===== src/rtl/delta_decoder.sv =====
// delta_decoder
// Rebuilds a sample stream from 2-bit delta codes. An init load sets the
// accumulator. Each accepted code then moves it by +/-(threshold+1), or
// leaves it unchanged. The result is clamped to [0, 2^W-1] and emitted
// as one recon beat.
//
// Ports
//   clk, rst            clock; asynchronous active-high reset
//   init_data/valid     accumulator load; always accepted, clears counters/err
//   threshold           step size minus one, sampled on acceptance only
//   spike/valid/ready   input delta stream (00 none, 01 up, 11 down, 10 illegal)
//   recon/valid/ready   output reconstructed stream
//   up_count/down_count saturating counts of accepted up/down codes
//   err                 sticky: an illegal code 10 was accepted
//
// Handshake: a beat moves on a rising edge where valid and ready are both 1.
// valid never depends on ready. While valid=1 and ready=0, the data holds
// stable. spike_ready is low in UNINIT and during an init cycle. Otherwise it
// is high whenever the output register is empty or is being drained.
module delta_decoder #(
  parameter int W = 5
) (
  input  logic         clk,
  input  logic         rst,
  input  logic [W-1:0] init_data,
  input  logic         init_valid,
  input  logic [W-1:0] threshold,
  input  logic [1:0]   spike,
  input  logic         spike_valid,
  output logic         spike_ready,
  output logic [W-1:0] recon,
  output logic         recon_valid,
  input  logic         recon_ready,
  output logic [7:0]   up_count,
  output logic [7:0]   down_count,
  output logic         err
);

  typedef enum logic {
    UNINIT = 1'b0,
    RUN    = 1'b1
  } state_t;

  state_t         state;
  state_t         state_next;
  logic [W-1:0]   acc;
  logic           accept;
  logic [W+1:0]   acc_ext;
  logic [W+1:0]   step;
  logic [W+1:0]   raw;
  logic [W-1:0]   next_val;

  // State register
  always_ff @(posedge clk or posedge rst) begin
    if (rst) state <= UNINIT;
    else     state <= state_next;
  end

  // Next state and handshake
  always_comb begin
    state_next  = state;
    spike_ready = 1'b0;
    if (init_valid) state_next = RUN;
    if (state == RUN && !init_valid)
      spike_ready = !recon_valid || recon_ready;
  end

  assign accept = spike_valid && spike_ready;

  // Compute in W+2 bits. Bit W+1 flags an underflow below zero. Bit W
  // (with bit W+1 clear) flags an overflow above 2^W-1.
  always_comb begin
    acc_ext = {2'b00, acc};
    step    = {2'b00, threshold} + {{(W+1){1'b0}}, 1'b1};
    raw     = acc_ext;
    case (spike)
      2'b01:   raw = acc_ext + step;
      2'b11:   raw = acc_ext - step;
      default: raw = acc_ext;
    endcase
    if (raw[W+1])  next_val = '0;
    else if (raw[W]) next_val = '1;
    else           next_val = raw[W-1:0];
  end

  // Datapath, output register, counters and error flag
  always_ff @(posedge clk or posedge rst) begin
    if (rst) begin
      acc         <= '0;
      recon       <= '0;
      recon_valid <= 1'b0;
      up_count    <= 8'd0;
      down_count  <= 8'd0;
      err         <= 1'b0;
    end else if (init_valid) begin
      // Init discards any pending beat and produces none of its own.
      acc         <= init_data;
      recon_valid <= 1'b0;
      up_count    <= 8'd0;
      down_count  <= 8'd0;
      err         <= 1'b0;
    end else if (accept) begin
      acc         <= next_val;
      recon       <= next_val;
      recon_valid <= 1'b1;
      if (spike == 2'b01 && up_count != 8'hFF)   up_count   <= up_count + 8'd1;
      if (spike == 2'b11 && down_count != 8'hFF) down_count <= down_count + 8'd1;
      if (spike == 2'b10)                        err        <= 1'b1;
    end else if (recon_ready) begin
      recon_valid <= 1'b0;
    end
  end

endmodule


===== config.mk =====
export PLATFORM = sky130hd
export DESIGN_NAME = delta_decoder
export DESIGN_NICKNAME = d
export VERILOG_FILES = /design/src/rtl/delta_decoder.sv
export SDC_FILE = /design/constraint.sdc
export NUM_CORES = 1
export LEC_CHECK = 0
export CORE_UTILIZATION = 50
export CTS_CLUSTER_SIZE = 14
export DETAILED_ROUTE_END_ITERATION = 10
export HOLD_SLACK_MARGIN = 0.03
export PLACE_DENSITY = 0.9
export SYNTH_ARGS = -nofsm -noshare
export SYNTH_HDL_FRONTEND = slang
export SYNTH_SLANG_ARGS = --single-unit

===== constraint.sdc =====
create_clock -name clk -period 2.64 [get_ports clk]
set_input_delay 0.528 -clock clk [delete_from_list [all_inputs] [get_ports clk]]
set_output_delay 0.528 -clock clk [all_outputs]
set_load 0.05 [all_outputs]

==> results of run 1 <==
## layer usage
| layer | global-route usage (%) | vias to the layer above |
|---|---|---|
| met3 | 6.39 | 20 |
| met4 | 9.59 | 0 |
| met2 | 46.0 | 83 |
| li1 | - | 832 |
| met1 | 31.6 | 899 |
| met5 | 0 | - |
## power by group through the flow
stage / clock network [mW] / registers [mW] / logic, mW
after floorplan: 0 / 0.606 / 0.257
after detailed placement: 0 / 0.521 / 0.534
after CTS: 0.480 / 0.513 / 0.584
final: 0.474 / 0.515 / 0.648
after global routing: 0.497 / 0.519 / 0.688
after global placement: 0 / 0.517 / 0.514
## cells by family (layout without fill, tap and decap cells)
logic type / count (synthesis) / in the layout / synth area share (%)
compound gates: 39 / 40 / 14.2
fa+ha+maj: 9 / 9 / 6.45
flops: 29 / 29 / 39.0
xor+xnor: 23 / 23 / 10.8
mux: 2 / 2 / 1.07
simple gates: 82 / 82 / 23.6
buf+inv: 13 / 81 / 4.90
## repair_timing
item	4_1_cts	5_1_grt
pin swaps	7	13
gates resized for setup	19	16
setup buffers	2	2
gates cloned	0	1
endpoints found under the setup margin	10	10
## synthesized netlist by cell type (all sizes together), types with 5 or more instances
cell,instances
a21oi,9
buf,5
xor2,12
nor2,24
ha,8
nand4,8
dfrtp,29
o21ai,9
xnor2,11
nand2,23
o221ai,5
inv,5
## path summary, 6_finish.rpt
check / from / to / slack [ns]
hold reg to reg: recon[4] / recon[4] / 0.50
min in group asynchronous: rst / up_count[5] / 0.62
hold / removal: recon[4] / recon[4] / 0.50
setup / recovery: threshold[2] / recon[2] / -0.02
max in group asynchronous: rst / down_count[5] / 1.75
setup reg to reg: acc[0] / recon[2] / 0.24
## layout by cell type, fill, tap and decap left out, drive strengths merged, types with 7 or more instances in the layout
master	Yosys	final
a21oi	9	9
buf	5	31
clkbuf	1	7
clkdlybuf4s50	0	34
dfrtp	29	29
ha	8	8
nand2	23	23
nand4	8	8
nor2	24	24
o21ai	9	9
xnor2	11	11
xor2	12	12
## per-stage QoR
stage | hold WS, ns | cells
global placement | 0.467 | 300
CTS | 0.501 | 310
detailed placement | 0.487 | 300
finish | 0.503 | 312
floorplan | 0.473 | 197
global route | 0.523 | 312
## area by class of cell
class	instances	share of cell area (%)
Clock inverter	1	1.11
Sequential cell	29	26.8
Inverter	5	0.693
Clock buffer	7	3.19
Timing Repair Buffer	68	22.9
Multi-Input combinational cell	156	43.2
Tap cell	46	2.13
## worst reg2reg max path: cells and delay by family (launching register included)
kind | cells | cell delay (ns)
xor+xnor | 1 | 0.17
compound gates | 4 | 0.82
flops | 1 | 0.41
simple gates | 1 | 0.06
fa+ha+maj | 2 | 0.54
buf+inv | 3 | 0.29
## registers in the layout (all words and copies together), names as in the netlist
register	flops
acc	5
down_count	8
err	1
recon	5
recon_valid	1
state	1
up_count	8
==> metrics.md, run 1 <==
| Metric | Value |
|---|---|
| CORE AREA | 0.00344 mm² |
| Final instance area | 0.00271 mm² |
| Final Worst Setup Slack | -0.0205 ns |
| DRT antenna net count | 0 |
| Final core occ | 78.7% |
| Sw power | 0.561 mW |
| Register bit total from synthesis | 29 |
| Area growth, synth to finish | 45.3% |
| Wire length per cell | 16.6 µm |
| Peak VDD IR | 443 µV |
| CP Data Arrival Time | 2.83 ns |
| Synthesized area per cell | 9.46 µm² |
| Drt initial violations | 145 |
| Setup TNS | -0.124 ns |
| P per Cell Area | 605 mW/mm² |
| Met1 Wirelength | 2080 µm |
| First-pass GRT wire length | 8230 µm |
| Area contributors post-synth | dfrtp_1 39%, xor2_1 5.6%, ha_1 5.4% |
| H-tree Lvls | 2 |
| Outcome | finished, violations left |
| Multi-input logic area | 0.00117 mm² |
| I/O Buffers | 40 |
| CP most frequent cell | xnor2_1 |
| Ratio of cells with drive above 1 in the final layout | 27.4% |
| Post-synth EDFFs | 0 |
| Place WS | -0.767 ns |
| Wire length on met2 | 2580 µm |
| CTS max path bufs | 2 |
| Sequential share of power | 31.5% |
| Antenna Cells | 0 |
| Clk pwr share | 28.9% |
| CP delay by family, top | compound AO/OA/AOI/OAI gates |
| Post-synthesis sequential area ratio | 39.0% |
| Vias in the first global route | 1,805 |
| Critical Path Start Type | primary input |
| Clock root cell | clkbuf_8 |
| Die area | 0.00397 mm² |
| Die H | 63.0 µm |
| Met3 WL | 326 µm |
| Final setup fails | 10 |
| RSZ-0062 raised after global routing | true |
| Synth top area share | 39.0% |
| Storage cell area | 726 µm² |
| Max incr delay on CP | 0.32 ns |
| Top Ports | 41 |
| Worst-Margin Slew | 0.553 ns |
| Max-Slew Margin vs Limit | 63.0% |
| Sw frac | 34.2% |
| Crit Path Max Fanout | 6 |
| Area leader, netlist | dfrtp_1 |
| Synth Flop Type | dfrtp_1 |
| Synthesized Nets | 223 |
| Vias per cell | 5.88 |
| WL final | 5170 µm |
| Synthesized cell area | 0.00186 mm² |
| Max Cap Viol | 0 |
| Post-Route Skew | 0.00486 ns |
| Placed Area | 0.00246 mm² |
| Drc violations | 0 |
| WHS Path Cells | 2 |
| WP depth | 12 |
| Hold Path Class | flop to flop |
| Max Used Layer | met4 |
| Final min period | 2.66 ns |
| Initial Utilization | 54.1% |
| Peak Freq | 376 MHz |
| CTS Buf Count | 5 |
| Clk pin slew, worst setup/hold paths | 0.06 ns |
| Row Count | 21 |
| DP HPWL | 3400 µm |
| Int Power | 1.08 mW |
| Critical path required time | 2.81 ns |
| Hold Buf Count CTS | 0 |
| Worst setup EP type | flop |
| Layout Nets | 291 |
| Synthesis Warnings | 0 |
| DR pass1 iterations | 4 |
| Total power | 1.64 mW |
| Syn Inst Count | 197 |
| Largest net degree at the start of global routing | 30 |
| Clock Latency Late Sink | 0.28 ns |
| Leakage | 1.19 nW |
| Crit-path cells | dlygate4sd2_1, xnor2_1, a21oi_2, xnor2_1, ha_2, o21a_1, a21oi_2, nor4_2, xnor2_1, buf_4, a21o_1, o21ai_1 |
| Crit path buf inv count | 2 |
| Failing checks | negative setup slack |
| Async SR Flop Fraction | 100% |
| Antenna violations before repair | 0 |
| Gr ovfl total | 0 |
| Final hold vios | 0 |
| R2R depth | 11 |
| Max-slew violations | 0 |
| Unique cell type count in the Yosys netlist | 47 |
| FILL cells | 215 |
| Slowest-stage cell, CP | ha_2 |
| CTS Sinks | 29 |
| CTS tree | built |
| Die Span X | 63.0 µm |
| Total track usage | 26.6% |
| Final Cycle Share | 101% |
| Critical path type | primary input to flop |
| Combinational share of power | 39.6% |
| GP Congestion | 0.856 |
| Vias post-DR | 1,834 |
Power figures use the tool's default switching activity.
==> inputs of run 2 (changes only) <==
--- a/config.mk
+++ b/config.mk
@@ -13,3 +13,4 @@
 export SYNTH_ARGS = -nofsm -noshare
 export SYNTH_HDL_FRONTEND = slang
 export SYNTH_SLANG_ARGS = --single-unit
+export TNS_END_PERCENT = 10
==> metrics.md, run 2 (synthesis gave the netlist of run 1 again) <==
| Metric | Value |
|---|---|
| Commonest non-fill, non-tap cell in the layout | clkdlybuf4s50_1 |
| DP HPWL | 3400 µm (unchanged) |
| Die Span X | 63.0 µm (unchanged) |
| Row Count | 21 (unchanged) |
| Top Ports | 41 (unchanged) |
| Top flop regs | down_count: 8 flops, up_count: 8 flops |
| Hold Path Class | flop to flop |
| Clock root cell | clkbuf_8 |
| Total power | 1.64 mW (+0.20%) |
| Vias in the first global route | 1,805 (unchanged) |
| Vias per cell | 5.89 (+0.16%) |
| Critical path required time | 2.85 ns (+0.04 ns) |
| Wire length per cell | 16.7 µm (+0.79%) |
| Initial Utilization | 54.1% (unchanged) |
| GP Congestion | 0.856 (unchanged) |
| Drt initial violations | 136 (-6.2%) |
| Leakage | 1.19 nW (about the same) |
| CP Data Arrival Time | 2.86 ns (+0.03 ns) |
| Clk pin slew, worst setup/hold paths | 0.06 ns (about the same) |
| Antenna violations before repair | 0 (unchanged) |
| Largest net degree at the start of global routing | 30 (unchanged) |
| P per Cell Area | 606 mW/mm² (+0.20%) |
| CTS Sinks | 29 (unchanged) |
| Final min period | 2.66 ns (-0.00186 ns) |
| Antenna Cells | 0 (unchanged) |
| Ratio of cells with drive above 1 in the final layout | 27.4% (unchanged) |
| Critical Path Start Type | primary input |
| DR pass1 iterations | 4 (unchanged) |
| CTS max path bufs | 2 (unchanged) |
| Max-Slew Margin vs Limit | 63.0% (about the same) |
| CORE AREA | 0.00344 mm² (unchanged) |
| Peak Freq | 376 MHz (about the same) |
| H-tree Lvls | 2 (unchanged) |
| Wire length on met2 | 2590 µm (+0.50%) |
| Post-Route Skew | 0.00490 ns (+0.0000430 ns) |
| Max Used Layer | met4 |
| Drc violations | 0 (unchanged) |
| Met1 Wirelength | 2070 µm (-0.29%) |
| Layout Nets | 291 (unchanged) |
| Final non-filler cell total | 312 (unchanged) |
| Failing checks | negative setup slack |
| Gr ovfl total | 0 (unchanged) |
| CTS Buf Count | 5 (unchanged) |
| Final hold vios | 0 (unchanged) |
| Clock Latency Late Sink | 0.29 ns (about the same) |
| Peak VDD IR | 443 µV (about the same) |
| Worst-Margin Slew | 0.553 ns (+0.0000718 ns) |
| WL final | 5210 µm (+0.79%) |
| Setup TNS | -0.0954 ns (+0.0288 ns) |
| Total track usage | 26.6% (unchanged) |
| CTS tree | built |
| Placed Area | 0.00246 mm² (unchanged) |
| I/O Buffers | 40 (unchanged) |
| Max-slew violations | 0 (unchanged) |
| Final Worst Setup Slack | -0.0187 ns (+0.00186 ns) |
| Area growth, synth to finish | 45.3% (unchanged) |
| Final Cycle Share | 101% (about the same) |
| DRT antenna net count | 0 (unchanged) |
| Max Cap Viol | 0 (unchanged) |
| R2R Setup Slk | 0.24 ns (about the same) |
| Die H | 63.0 µm (unchanged) |
| Placed Cells | 300 (unchanged) |
| Final setup fails | 9 (-1) |
| Hold Buf Count CTS | 0 (unchanged) |
| Die area | 0.00397 mm² (unchanged) |
| Worst setup EP type | flop |
| First-pass GRT wire length | 8230 µm (unchanged) |
| Critical path type | primary input to flop |
| Final instance area | 0.00271 mm² (unchanged) |
| Commonest cells after routing, fill and taps aside | 34 x clkdlybuf4s50_1, 29 x dfrtp_1, 28 x buf_4 |
| Crit Path Max Fanout | 6 (unchanged) |
| RSZ-0062 raised after global routing | true |
| Vias post-DR | 1,837 (+0.16%) |
| Met3 WL | 360 µm (+10%) |
| Outcome | finished, violations left |
## run 2: cell counts in the layout (fill, tap and decap cells not counted)
No cell type changed its count.
## run 2: repair_timing
action	CTS	global route
resized for setup	19	16
pin swaps	7	12
setup endpoints to repair	10	10
buffers inserted	2	2
gates cloned	0	1
## run 2: metal layers
metal / vias up / global-route usage [%]
met1: 894 / 31.6
met5: - / 0
met2: 91 / 46.0
li1: 832 / -
met3: 20 / 6.39
met4: 0 / 9.59
## run 2: critical path: stages
cell and delay, ns:
dlygate4sd2_1 0.31, xnor2_1 0.31, a21oi_2 0.10, xnor2_1 0.20, ha_2 0.32, o21a_1 0.21, a21oi_2 0.15, nor4_2 0.06
xnor2_1 0.14, buf_4 0.15, a21o_4 0.23, o221ai_2 0.16
## run 2: path summary, 6_finish.rpt
path | start | endpoint | depth (start not counted)
max | threshold[2] | acc[0] | 12
max reg2reg | acc[0] | acc[0] | 11
min | recon[4] | recon[4] | 2
min reg2reg | recon[4] | recon[4] | 2
max in group asynchronous | rst | down_count[5] | 3
min in group asynchronous | rst | recon_valid | 3
## run 2: per-stage QoR
step,utilization [%],hold WS (ns),setup slack (ns)
floorplan,-,0.473,0.00570
global placement,71.5,0.467,-0.615
detailed placement,71.5,0.487,-0.767
CTS,76.6,0.501,0.00762
global route,78.7,0.523,-0.136
finish,78.7,0.504,-0.0187
## run 2: power breakdown
group	leakage, nW	internal [mW]	switching [mW]
combinational	0.747	0.286	0.364
sequential	0.380	0.483	0.0328
clock	0.0585	0.307	0.167
## run 2: layout make-up
type	instances	area (µm²)
clock buffers	7	86.3
inverters	5	18.8
well taps	46	57.6
repair buffers	68	619
flip-flops and latches	29	726
fillers	215	734
clock inverters	1	30.0
multi-input cells	156	1170
==> inputs of run 3 (changes only) <==
--- a/config.mk
+++ b/config.mk
@@ -9,6 +9,7 @@
 export CTS_CLUSTER_SIZE = 14
 export DETAILED_ROUTE_END_ITERATION = 10
 export HOLD_SLACK_MARGIN = 0.03
+export MAX_ROUTING_LAYER = met4
 export PLACE_DENSITY = 0.9
 export SYNTH_ARGS = -nofsm -noshare
 export SYNTH_HDL_FRONTEND = slang
==> metrics.md, run 3 (synthesis gave the netlist of run 1 again) <==
| Metric | Value |
|---|---|
| Outcome | finished, violations left |
| Failing checks | negative setup slack |
| P per Cell Area | 605 mW/mm² (about the same) |
| CTS Sinks | 29 (unchanged) |
| Final Worst Setup Slack | -0.00645 ns (+0.0122 ns) |
| Max-Slew Margin vs Limit | 63.0% (about the same) |
| Layout Nets | 291 (unchanged) |
| Largest net degree at the start of global routing | 30 (unchanged) |
| Vias in the first global route | 1,800 (-0.28%) |
| Clk pin slew, worst setup/hold paths | 0.06 ns (about the same) |
| Post-Route Skew | 0.00546 ns (+0.000559 ns) |
| R2R depth | 11 (unchanged) |
| Vias post-DR | 1,804 (-1.8%) |
| H-tree Lvls | 2 (unchanged) |
| Commonest non-fill, non-tap cell in the layout | clkdlybuf4s50_1 |
| Worst-Margin Slew | 0.553 ns (-0.0000444 ns) |
| Initial Utilization | 54.1% (unchanged) |
| Crit-path cells | clkdlybuf4s50_1, a31oi_1, a21oi_1, xnor2_1, ha_1, or2_2, o22ai_2, xnor2_2, buf_4, a22oi_2, o221ai_2 |
| Peak VDD IR | 444 µV (+0.22%) |
| DP HPWL | 3400 µm (unchanged) |
| CORE AREA | 0.00344 mm² (unchanged) |
| I/O Buffers | 40 (unchanged) |
| FILL cells | 220 (+2.3%) |
| Max incr delay on CP | 0.52 ns (+0.20 ns) |
| Final hold vios | 0 (unchanged) |
| CTS tree | built |
| Worst hold path startpoint | recon[4] |
| Clock Latency Late Sink | 0.28 ns (about the same) |
| CTS Buf Count | 5 (unchanged) |
| Total power | 1.63 mW (-0.65%) |
| Final setup fails | 1 (-8) |
| Critical path type | primary input to flop |
| Antenna violations before repair | 0 (unchanged) |
| WL final | 5090 µm (-2.4%) |
| Row Count | 21 (unchanged) |
| Final Cycle Share | 100% (-0.46 points) |
| Leakage | 1.18 nW (-0.55%) |
| Wire length per cell | 16.3 µm (-2.4%) |
| RSZ-0062 raised after global routing | true |
| Final min period | 2.65 ns (-0.0122 ns) |
| Critical path origin | threshold[3] |
| CTS max path bufs | 2 (unchanged) |
| Drc violations | 0 (unchanged) |
| CP Data Arrival Time | 2.81 ns (-0.05 ns) |
| DR pass1 iterations | 4 (unchanged) |
| First-pass GRT wire length | 8290 µm (+0.75%) |
| Drt initial violations | 144 (+5.9%) |
| Max Cap Viol | 0 (unchanged) |
| Total track usage | 27.5% (+0.96 points) |
| Top flop regs | down_count: 8 flops, up_count: 8 flops |
| Gr ovfl total | 0 (unchanged) |
| Vias per cell | 5.78 (-1.8%) |
| Max-slew violations | 0 (unchanged) |
| Peak Freq | 378 MHz (+0.46%) |
| Ratio of cells with drive above 1 in the final layout | 27.1% (-0.38 points) |
| Final core occ | 78.2% (-0.44 points) |
| Worst setup EP type | flop |
| Setup TNS | -0.00645 ns (+0.0890 ns) |
| Die area | 0.00397 mm² (unchanged) |
| Critical path required time | 2.80 ns (-0.05 ns) |
| Slowest-stage cell, CP | clkdlybuf4s50_1 |
| Commonest cells after routing, fill and taps aside | 34 x clkdlybuf4s50_1, 29 x dfrtp_1, 29 x buf_4 |
| Area growth, synth to finish | 44.5% |
| Die Span X | 63.0 µm (unchanged) |
| Die H | 63.0 µm (unchanged) |
| GP Congestion | 0.869 (+1.6%) |
| Top Ports | 41 (unchanged) |
| WHS Path Cells | 2 (unchanged) |
| Crit Path Max Fanout | 3 (-3) |
| Clock root cell | clkbuf_8 |
| Reg-to-reg startpoint | acc[0] |
| Antenna Cells | 0 (unchanged) |
| DRT antenna net count | 0 (unchanged) |
| Hold Path Class | flop to flop |
| Critical Path Start Type | primary input |
## run 3: final timing paths
path	end	slack [ns]
worst max register to register	acc[2]	0.23
worst min-delay path	recon[4]	0.50
min in group asynchronous	recon_valid	0.62
worst max-delay path	acc[3]	-0.006
worst min register to register	recon[4]	0.50
max in group asynchronous	down_count[5]	1.75
## run 3: power by group
group | internal [mW] | switching, mW | total, mW
logic | 0.283 | 0.359 | 0.641
clock network | 0.307 | 0.167 | 0.474
registers | 0.483 | 0.0314 | 0.514
total | 1.07 | 0.557 | 1.63
## run 3: critical path: cells and delay by family
family / cells / cell delay, ns
adders and majority gates: 1 / 0.24
and+or+nand+nor: 1 / 0.31
AOI/OAI and AO/OA: 5 / 0.83
xor gates and xnor gates: 2 / 0.20
buffers and inverters: 2 / 0.70
## run 3: area by class of cell
class / count / area, µm² / area share, %
multi-input combinational: 156 / 1160 / 43.2
sequential: 29 / 726 / 27.0
timing repair buffer: 68 / 611 / 22.7
clock buffer: 7 / 86.3 / 3.21
tap: 46 / 57.6 / 2.14
clock inverter: 1 / 30.0 / 1.12
inverter: 5 / 18.8 / 0.697
## run 3: through the flow
step,hold slack [ns],area (µm²),cells,setup WS (ns)
4_1_cts,0.501,2640,310,0.00762
6_report,0.504,2690,312,-0.00645
3_5_place_dp,0.487,2460,300,-0.767
3_3_place_gp,0.467,2460,300,-0.615
5_1_grt,0.523,2690,312,-0.0918
2_1_floorplan,0.473,1880,197,0.00570
## run 3: per-layer routing
layer  GRT usage [%]  wire, µm  part of all wire (%)  up-vias
met3            6.39       295                   5.8       21
met5               -         0                     0        -
met1            32.2      2020                    40      873
li1                -         -                     -      833
met4            9.59       180                   3.5        0
met2            46.0      2590                    51       77
## run 3: repair_timing
item / in CTS / in global routing
buffers inserted: 2 / 2
gates cloned: 0 / 1
resized for setup: 19 / 13
hold buffers: 0 / 0
endpoints found under the setup margin: 10 / 10
pin swaps: 7 / 12
